[src/rtl/proc_core_param_pkg.sv]
// Shared encodings for the parametrised load/store core: opcodes, memory
// handshake codes, FSM state codes, error codes and a width helper.
package proc_core_param_pkg;

    // Opcodes (4-bit field; anything above 7 is illegal)
    localparam logic [3:0] OP_NOP  = 4'd0;
    localparam logic [3:0] OP_SET  = 4'd1;
    localparam logic [3:0] OP_GET  = 4'd2;
    localparam logic [3:0] OP_LD   = 4'd3;
    localparam logic [3:0] OP_ST   = 4'd4;
    localparam logic [3:0] OP_ADD  = 4'd5;
    localparam logic [3:0] OP_JMP  = 4'd6;
    localparam logic [3:0] OP_HALT = 4'd7;

    // Memory handshake codes driven on rwToMem
    localparam logic [1:0] MEM_IDLE = 2'd0;
    localparam logic [1:0] MEM_RD   = 2'd1;
    localparam logic [1:0] MEM_WT   = 2'd2;

    // CPU states (3-bit, legacy-compatible)
    localparam logic [2:0] ST_FETCH = 3'd0;
    localparam logic [2:0] ST_EXE   = 3'd1;
    localparam logic [2:0] ST_MEM   = 3'd2;
    localparam logic [2:0] ST_HALT  = 3'd3;
    localparam logic [2:0] ST_ERR   = 3'd4;

    // Sticky error codes
    localparam logic [1:0] ERR_NONE    = 2'd0;
    localparam logic [1:0] ERR_ILLOP   = 2'd1;
    localparam logic [1:0] ERR_BADREG  = 2'd2;
    localparam logic [1:0] ERR_TIMEOUT = 2'd3;

    // Register-index field width: at least one bit even for tiny files
    function automatic int ridx_width(input int n);
        return (n <= 2) ? 1 : $clog2(n);
    endfunction

endpackage

[src/rtl/proc_regfile.sv]
// REG_NUM x WORD_W register file: one write port, one combinational read
// port, asynchronous clear. Out-of-range indices read as zero and never write.
module proc_regfile #(
    parameter int WORD_W  = 8,
    parameter int REG_NUM = 4,
    parameter int RIDX_W  = 2
) (
    input  logic              clk,
    input  logic              rst,
    input  logic              i_we,
    input  logic [RIDX_W-1:0] i_waddr,
    input  logic [WORD_W-1:0] i_wdata,
    input  logic [RIDX_W-1:0] i_raddr,
    output logic [WORD_W-1:0] o_rdata
);

    logic [WORD_W-1:0] r_mem [REG_NUM];
    logic              w_waddr_ok;
    logic              w_raddr_ok;

    assign w_waddr_ok = (32'(i_waddr) < 32'(REG_NUM));
    assign w_raddr_ok = (32'(i_raddr) < 32'(REG_NUM));

    // Register storage: cleared on reset, written when enabled and in range
    always_ff @(posedge clk or posedge rst) begin
        if (rst) begin
            for (int i = 0; i < REG_NUM; i++) begin
                r_mem[i] <= {WORD_W{1'b0}};
            end
        end else if (i_we && w_waddr_ok) begin
            r_mem[i_waddr] <= i_wdata;
        end
    end

    // Combinational read, guarded against indices past the last register
    always_comb begin
        if (w_raddr_ok) begin
            o_rdata = r_mem[i_raddr];
        end else begin
            o_rdata = {WORD_W{1'b0}};
        end
    end

endmodule

[src/rtl/proc_core_param.sv]
// Parametrised multi-cycle load/store core: FETCH -> EXE (-> MEM) -> FETCH,
// with a bounded memory wait, sticky error codes and a sticky halt state.
module proc_core_param
    import proc_core_param_pkg::*;
#(
    parameter  int WORD_W  = 8,
    parameter  int ADDR_W  = 8,
    parameter  int PC_W    = 8,
    parameter  int REG_NUM = 4,
    parameter  int TIMEOUT = 15,
    localparam int RIDX_W  = ridx_width(REG_NUM),
    localparam int INSTR_W = 4 + RIDX_W + WORD_W
) (
    input  logic               clk,
    input  logic               reset,
    input  logic [INSTR_W-1:0] instruction,
    output logic [PC_W-1:0]    pcCounter,
    output logic [WORD_W-1:0]  data,
    output logic [1:0]         rwToMem,
    output logic [ADDR_W-1:0]  addrToMem,
    output logic [WORD_W-1:0]  dataToMem,
    input  logic               rdEn,
    input  logic               wtEn,
    input  logic [WORD_W-1:0]  dataFromMem,
    output logic [1:0]         errCode,
    output logic               halted
);

    // Last MEM wait count before a timeout is declared
    localparam logic [7:0] TO_LAST = 8'(TIMEOUT - 1);

    logic [2:0]         r_state;
    logic [INSTR_W-1:0] r_ir;
    logic [PC_W-1:0]    r_pc;
    logic [WORD_W-1:0]  r_data;
    logic [1:0]         r_rw;
    logic [ADDR_W-1:0]  r_addr;
    logic [WORD_W-1:0]  r_dto;
    logic [1:0]         r_err;
    logic               r_halted;
    logic [7:0]         r_wait;

    logic [3:0]         w_op;
    logic [RIDX_W-1:0]  w_reg;
    logic [WORD_W-1:0]  w_imm;
    logic               w_reg_ok;
    logic [PC_W-1:0]    w_jmp_target;
    logic [WORD_W-1:0]  w_rdata;
    logic               w_we;
    logic [WORD_W-1:0]  w_wdata;
    logic               w_mem_done;

    assign w_op     = r_ir[INSTR_W-1 -: 4];
    assign w_reg    = r_ir[WORD_W +: RIDX_W];
    assign w_imm    = r_ir[WORD_W-1:0];
    assign w_reg_ok = (32'(w_reg) < 32'(REG_NUM));

    // A read completes only on rdEn, a write only on wtEn; the other is ignored
    assign w_mem_done = ((r_rw == MEM_RD) && rdEn) || ((r_rw == MEM_WT) && wtEn);

    // Jump target: truncate the immediate, or zero-extend when PC is wider
    generate
        if (PC_W <= WORD_W) begin : g_jt_trunc
            assign w_jmp_target = w_imm[PC_W-1:0];
        end else begin : g_jt_ext
            assign w_jmp_target = {{(PC_W-WORD_W){1'b0}}, w_imm};
        end
    endgenerate

    proc_regfile #(
        .WORD_W (WORD_W),
        .REG_NUM(REG_NUM),
        .RIDX_W (RIDX_W)
    ) u_regfile (
        .clk    (clk),
        .rst    (reset),
        .i_we   (w_we),
        .i_waddr(w_reg),
        .i_wdata(w_wdata),
        .i_raddr(w_reg),
        .o_rdata(w_rdata)
    );

    // Register-file write: SET/ADD in EXE, load data on the completing MEM edge
    always_comb begin
        w_we    = 1'b0;
        w_wdata = {WORD_W{1'b0}};
        case (r_state)
            ST_EXE: begin
                if (!w_op[3] && w_reg_ok) begin
                    case (w_op)
                        OP_SET: begin
                            w_we    = 1'b1;
                            w_wdata = w_imm;
                        end
                        OP_ADD: begin
                            w_we    = 1'b1;
                            w_wdata = w_rdata + w_imm;
                        end
                        default: begin
                            w_we    = 1'b0;
                            w_wdata = {WORD_W{1'b0}};
                        end
                    endcase
                end else begin
                    w_we = 1'b0;
                end
            end
            ST_MEM: begin
                if ((r_rw == MEM_RD) && rdEn) begin
                    w_we    = 1'b1;
                    w_wdata = dataFromMem;
                end else begin
                    w_we = 1'b0;
                end
            end
            default: begin
                w_we = 1'b0;
            end
        endcase
    end

    // Main FSM and all registered outputs
    always_ff @(posedge clk or posedge reset) begin
        if (reset) begin
            r_state  <= ST_FETCH;
            r_ir     <= {INSTR_W{1'b0}};
            r_pc     <= {PC_W{1'b0}};
            r_data   <= {WORD_W{1'b0}};
            r_rw     <= MEM_IDLE;
            r_addr   <= {ADDR_W{1'b0}};
            r_dto    <= {WORD_W{1'b0}};
            r_err    <= ERR_NONE;
            r_halted <= 1'b0;
            r_wait   <= 8'd0;
        end else begin
            case (r_state)
                ST_FETCH: begin
                    r_ir    <= instruction;
                    r_pc    <= r_pc + {{(PC_W-1){1'b0}}, 1'b1};
                    r_rw    <= MEM_IDLE;
                    r_state <= ST_EXE;
                end
                ST_EXE: begin
                    if (w_op[3]) begin
                        r_err   <= ERR_ILLOP;
                        r_state <= ST_ERR;
                    end else if (!w_reg_ok) begin
                        r_err   <= ERR_BADREG;
                        r_state <= ST_ERR;
                    end else begin
                        case (w_op)
                            OP_GET: begin
                                r_data  <= w_rdata;
                                r_state <= ST_FETCH;
                            end
                            OP_JMP: begin
                                r_pc    <= w_jmp_target;
                                r_state <= ST_FETCH;
                            end
                            OP_LD: begin
                                r_rw    <= MEM_RD;
                                r_addr  <= w_imm[ADDR_W-1:0];
                                r_wait  <= 8'd0;
                                r_state <= ST_MEM;
                            end
                            OP_ST: begin
                                r_rw    <= MEM_WT;
                                r_addr  <= w_imm[ADDR_W-1:0];
                                r_dto   <= w_rdata;
                                r_wait  <= 8'd0;
                                r_state <= ST_MEM;
                            end
                            OP_HALT: begin
                                r_halted <= 1'b1;
                                r_state  <= ST_HALT;
                            end
                            default: begin
                                // NOP, SET, ADD: regfile side handles writes
                                r_state <= ST_FETCH;
                            end
                        endcase
                    end
                end
                ST_MEM: begin
                    if (w_mem_done) begin
                        r_rw    <= MEM_IDLE;
                        r_state <= ST_FETCH;
                    end else if (r_wait == TO_LAST) begin
                        r_err   <= ERR_TIMEOUT;
                        r_rw    <= MEM_IDLE;
                        r_state <= ST_ERR;
                    end else begin
                        r_wait <= r_wait + 8'd1;
                    end
                end
                ST_HALT, ST_ERR: begin
                    r_rw <= MEM_IDLE;
                end
                default: begin
                    r_rw    <= MEM_IDLE;
                    r_err   <= ERR_ILLOP;
                    r_state <= ST_ERR;
                end
            endcase
        end
    end

    assign pcCounter = r_pc;
    assign data      = r_data;
    assign rwToMem   = r_rw;
    assign addrToMem = r_addr;
    assign dataToMem = r_dto;
    assign errCode   = r_err;
    assign halted    = r_halted;

endmodule

[config.mk]
export PLATFORM = sky130hd
export DESIGN_NAME = proc_core_param
export DESIGN_NICKNAME = d
export VERILOG_FILES = /design/src/rtl/proc_core_param_pkg.sv /design/src/rtl/proc_regfile.sv /design/src/rtl/proc_core_param.sv
export SDC_FILE = /design/constraint.sdc
export NUM_CORES = 1
export LEC_CHECK = 0
export ABC_CLOCK_PERIOD_IN_PS = 8700
export CAP_MARGIN = 20
export CORE_ASPECT_RATIO = 0.5
export CORE_MARGIN = 8
export CORE_UTILIZATION = 60
export CTS_CLUSTER_SIZE = 28
export DETAILED_ROUTE_END_ITERATION = 10
export PLACE_DENSITY = 0.87
export SETUP_SLACK_MARGIN = 0.05
export SYNTH_ARGS = -nofsm -noshare
export SYNTH_HDL_FRONTEND = slang
export SYNTH_SLANG_ARGS = --single-unit
export TNS_END_PERCENT = 5
[constraint.sdc]
create_clock -name clk -period 8.7 [get_ports clk]
set_input_delay 1.74 -clock clk [delete_from_list [all_inputs] [get_ports clk]]
set_output_delay 1.74 -clock clk [all_outputs]
set_load 0.005 [all_outputs]
-- Word-level counts from Yosys, hierarchy flattened
Index checks and enable logic that the tools add are counted.
- register bits after elaboration: 94
- bits in latches: 0
- RAM bits: 0
- memory bits (read-only): 0
- input port bits: 26
- output and inout port bits: 37
- logic and storage cells: 102
- memories kept: 0
- add/subtract/negate cells: 3
- $mul: 0
- divide/modulo/power cells: 0
- magnitude comparators: 2
- eq/ne operators: 23
- shift operators: 0
- muxes and demuxes: 36
- bitwise gates (word level): 4
- reduce and logical (&&, ||, !) cells: 20
- operators with widths (operator ; number):
    $mux 8 ; 11
    $pmux 8 s2 ; 4
    $bwmux 32 ; 1
    $reduce_and 3->1 ; 6
    $add 8x1->8 const B ; 2
    $bmux 8 s2 ; 1
    $demux 8 s2 ; 1
    $eq 4x3->1 const B ; 4
    $mux 2 ; 6
    $ne 2x2->1 const B ; 6
    $pmux 2 s2 ; 3
    $pmux 3 s4 ; 1
    $mux 3 ; 3
    $add 8x8->8 ; 1
    $eq 4x2->1 const B ; 2
    $eq 8x4->1 const B ; 1
    $eq 3x2->1 const B ; 2
    $ne 3x3->1 const B ; 2
    $pmux 2 s3 ; 1
    $reduce_or 2->1 ; 3
    $reduce_and 5->1 ; 1
    $eq 4x1->1 const B ; 1
    $reduce_and 4->1 ; 1
    $reduce_bool 2->1 ; 2
    other kinds (16) ; 22

-- Logic depth before layout (Yosys ltp)
- word-level depth: 9
- depth in mapped cells: 11
- gate-level depth less buffers: 9

-- Cells and area by module
A second synthesis with hierarchy kept.
- cells, all modules: 389
- area, all modules: 4752.1 um2
- modules (own cells, without submodules) (module ; times used ; cells each ; area each (um2) ; seq. area each (um2)):
    proc_core_param ; 1 ; 310 ; 3347.0 ; 1551.5
    proc_regfile ; 1 ; 79 ; 1405.1 ; 800.8

-- Worst setup path after synthesis
Ideal clock, no wire load.
- path type: register to register
- start point: register r_ir[8]
- end point: register u_regfile.r_mem[14] (netlist bit)
- library setup time: 0.079 ns
- arrival time: 2.974 ns
- data required time: 8.621 ns
- slack: 5.647 ns
- stages on the path, launching flop included: 12
- buffers on the path: 2
- clock period less this slack: 3.053 ns
- path through: dfrtp_1 > buf_2 > buf_1 > mux4_2 > ha_1 > inv_1 > fa_1 > nor2b_1 > o31a_1 > or4_1 > a31o_2 > mux2i_1
- cells in the longest elaborated chain, start to end: 9
- elaborated cells on any way between the ends: 14
- those cells by class: add/sub (1); order compare (2); mux (9); bitwise (1); reduce/logical (1)
- RTL lines (element ; line ; RTL):
    start, declared ; proc_core_param.sv:33 ; logic [INSTR_W-1:0] r_ir;
    start signal, assigned ; proc_core_param.sv:127 ; r_ir <= {INSTR_W{1'b0}};
    start signal, assigned ; proc_core_param.sv:139 ; r_ir <= instruction;
    $not 2->3 (implied by the code) ; proc_regfile.sv:38 ; o_rdata = r_mem[i_raddr];
    $bmux 8 s2 ; proc_regfile.sv:38 ;
    $mux 8 (implied by the code) (2 in series) ; proc_regfile.sv:38 ;
    named net u_regfile.o_rdata[0] ; proc_regfile.sv:14 ; output logic [WORD_W-1:0] o_rdata
    $add 8x8->8 ; proc_core_param.sv:98 ; w_wdata = w_rdata + w_imm;
    $pmux 8 s2 ; proc_core_param.sv:91 ; case (w_op)
    $mux 8 ; proc_core_param.sv:90 ; if (!w_op[3] && w_reg_ok) begin
    $pmux 8 s2 ; proc_core_param.sv:88 ; case (r_state)
    $bwmux 32 ; proc_regfile.sv:31 ; r_mem[i_waddr] <= i_wdata;
    end signal, assigned by index ; proc_regfile.sv:28 ; r_mem[i] <= {WORD_W{1'b0}};
    end signal, assigned by index ; proc_regfile.sv:31 ;
    end, declared ; proc_regfile.sv:17 ; logic [WORD_W-1:0] r_mem [REG_NUM];
The timed path passes the listed nets, and every way through them passes these cells. The select of a mux whose other input is x is not followed.
A chain may end at the register's enable or synchronous reset.

-- Worst setup path after layout
- start point: input port rdEn
- end point: register u_regfile.r_mem[5] (netlist bit)
- cells in the longest elaborated chain, start to end: 4
- elaborated cells on any way between the ends: 6
- those cells by class: mux (5); reduce/logical (1)
- RTL lines (element ; line ; RTL):
    start, declared ; proc_core_param.sv:22 ; input logic rdEn,
    $logic_and 1x1->1 (*) ; proc_core_param.sv:110 ; if ((r_rw == MEM_RD) && rdEn) begin
    $mux 8 ; proc_core_param.sv:110 ;
    $pmux 8 s2 ; proc_core_param.sv:88 ;
    $bwmux 32 ; proc_regfile.sv:31 ;
Mark *: on every way between the ends. The rest lies on a longest branch, timed or not.

==> qor.yml <==
clocking:
  clkLatencyLatePin_ps: 340
  clkSinkCount: 94
  cts_root_buf: "clkbuf_16"
  cts_hold_buffers: 0
  path_clk_slew_ps: 60
  cts_resized: 0
  cts_setup_buffers: 0
  numCtsBuffers: 9
  tritoncts: "built"
  ctsLongestPathBuffers: 2
  htreeDepth: 3
global_route:
  grt_pass1_vias: 3660
  grt_pass1_wl_mm: 18.6
  grt_max_degree: 52
  antenna_found_initial: 0
  overflow: 0
  grt_usage: 0.212
run_status:
  status: "finished, final reports clean"
floorplanning:
  die_w_um: 143
  io_pins: 63
  die-area_um2: 11300
  dieHeight_um: 79.3
  core_um2: 7890
  placementRows: 23
  start_util: 0.611
sta:
  drv_slew: 0
  post-route-period-util: 0.442
  tns_ps: 0
  clock_skew_ps: 6.11
  setup_violations: 0
  fmaxAchievable_ghz: 0.260
  worst_slew_pin_slew_ps: 873
  fin_crit_ps: 3850
  relSlewSlack: 0.416
  finalHoldViolations: 0
  rsz0062_at_grt: "no"
layout:
  syn_to_final_growth_pct: 20.3
  nets: 521
  drive_above_1_share: 0.170
  antennaDiodeCount: 0
  layout_commonest_cell: "dfrtp_1"
  fillCellCount: 548
  layout_common_cells: "dfrtp_1, clkdlybuf4s50_1, a21oi_1, mux2_2"
  finish.utilization: 0.734
routing:
  postRouteAntennaNets: 0
  vias: 3679
  drt_wl_total_mm: 11.5
  drtPass1Iterations: 5
  remaining_drc_errors: 0
  detail_route.iter0.violations: 284
  vias_per_cell: 6.12
  post_drt_wl_per_cell_um: 19.2
synthesis:
  synth_area_um2: 4810
  ys_seq_area_frac: 0.489
  yosys_warnings: 0
  synth_fp_nets: 469
  ys_ff_latch: 94
  synth_edf_count: 0
  async_flop_share: 1.00
  synth_cell_types: 62
  postSynthAreaPerCell_um2: 11.1
  synth_cells: 432
  ys.flop_type: "dfrtp_1"
power:
  irDropWorstVdd_uv: 109
  p_leak_nw: 2.46
  power-per-cell-area_nw_per_um2: 149
critical_path:
  crit_chain: "clkdlybuf4s50_1, nor4bb_1, a22oi_1, nor2_1, mux2_2"
  critPathBufInv: 1
  cp-start-kind: "input port"
  slowest_delay_ps: 750
  worstSetupEndpointType: "flop"
  cp_top_family: "simple AND/OR/NAND/NOR gates"
  criticalPathCategory: "input port to flop"
  critPathMaxFanout: 13
  crit_slowest_cell: "nor2_1"
  crit_required_ps: 8930
  critPathArrivalTime_ps: 4080
placement:
  gp_congestion: 0.927
  port_buffers: 62
  hpwl_mm: 8.26
job:
  cap_violations: 0
worst_hold_path:
  worstHoldPathType: "flop to flop"
-- worst paths after layout --
| kind | from | endpoint | slack (ps) | cells past startpoint |
|---|---|---|---|---|
| setup reg to reg | r_ir[8] | u_regfile.r_mem[22] | 5430 | 9 |
| max in group asynchronous | reset | errCode[0] | 5740 | 3 |
| hold reg to reg | errCode[0] | errCode[0] | 490 | 1 |
| hold / removal | errCode[0] | errCode[0] | 490 | 1 |
| min in group asynchronous | reset | u_regfile.r_mem[26] | 1880 | 2 |
| setup / recovery | rdEn | u_regfile.r_mem[5] | 4850 | 5 |
-- power breakdown --
group | internal (mW) | switching (mW) | leakage [nW]
Clock | 0.239 | 0.166 | 0.145
Combinational | 0.0102 | 0.0104 | 1.06
Sequential | 0.437 | 0 | 1.26
-- flip-flops by register name, summed over array words and instances (netlist names) --
signal / count
r_wait: 8
errCode: 2
pcCounter: 8
data: 8
r_state: 3
addrToMem: 8
r_ir: 14
halted: 1
dataToMem: 8
rwToMem: 2
u_regfile.r_mem: 32
-- per-layer routing --
metal  vias to the layer above  share of wire  routed length [um]  GRT usage
met5                         -              0                   0          0
met3                        23          0.053                 615     0.0598
met2                       124           0.50                5760      0.352
li1                       1698              -                   -          -
met4                         0          0.024                 273     0.0820
met1                      1834           0.42                4860      0.261
-- Yosys cell counts (3+ instances only) --
master | n | area share
a21oi_1 | 36 | 0.037
a22oi_1 | 5 | 0.0078
a2bb2oi_1 | 3 | 0.0055
a31oi_1 | 6 | 0.0078
a32oi_1 | 3 | 0.0055
and2_1 | 3 | 0.0039
buf_1 | 3 | 0.0023
buf_2 | 9 | 0.0094
clkbuf_1 | 8 | 0.0062
dfrtp_1 | 94 | 0.49
ha_1 | 10 | 0.026
inv_1 | 16 | 0.012
mux2_2 | 36 | 0.084
mux2_4 | 7 | 0.022
mux2i_1 | 4 | 0.0083
mux4_2 | 8 | 0.037
nand2_1 | 29 | 0.023
nand2b_1 | 4 | 0.0052
nand3_1 | 7 | 0.0073
nand4_1 | 3 | 0.0039
nor2_1 | 29 | 0.023
nor2b_1 | 5 | 0.0065
nor3_1 | 7 | 0.0073
o21a_1 | 3 | 0.0047
o21ai_0 | 26 | 0.027
o22ai_1 | 6 | 0.0078
o31ai_1 | 4 | 0.0062
or2_2 | 3 | 0.0039
or3_1 | 5 | 0.0065
or4_1 | 4 | 0.0062
xnor2_1 | 3 | 0.0055
-- cell families (layout without fill, tap and decap cells) --
logic type | count (synthesis) | in the layout | synth area share
adders and majority gates | 11 | 11 | 0.0301
xor gates and xnor gates | 3 | 3 | 0.00546
muxes | 55 | 55 | 0.152
DFF | 94 | 94 | 0.489
AOI/OAI and AO/OA | 112 | 112 | 0.149
buffers and inverters | 40 | 97 | 0.0382
and+or+nand+nor | 117 | 117 | 0.137
-- through the flow --
stage / area (um2) / total power [mW] / hold slack (ps) / instances / setup WS (ps)
finish: 5790 / 0.863 / 485 / 601 / 4850
global route: 5790 / 0.887 / 507 / 601 / 4720
CTS: 5790 / 0.869 / 489 / 601 / 4880
detailed placement: 5480 / 0.466 / 475 / 585 / 4550
global placement: 5480 / 0.466 / 460 / 585 / 4570
floorplan: 4810 / 0.452 / 445 / 432 / 4510
-- cell type report --
cell class,count,area (um2),share of cell area
Sequential cell,94,2350,0.406
Multi-Input combinational cell,298,2280,0.394
Timing Repair Buffer,65,643,0.111
Clock buffer,12,256,0.0443
Tap cell,112,140,0.0242
Inverter,16,61.3,0.0106
Clock inverter,4,53.8,0.00929
(Power assumes the default switching activity.)
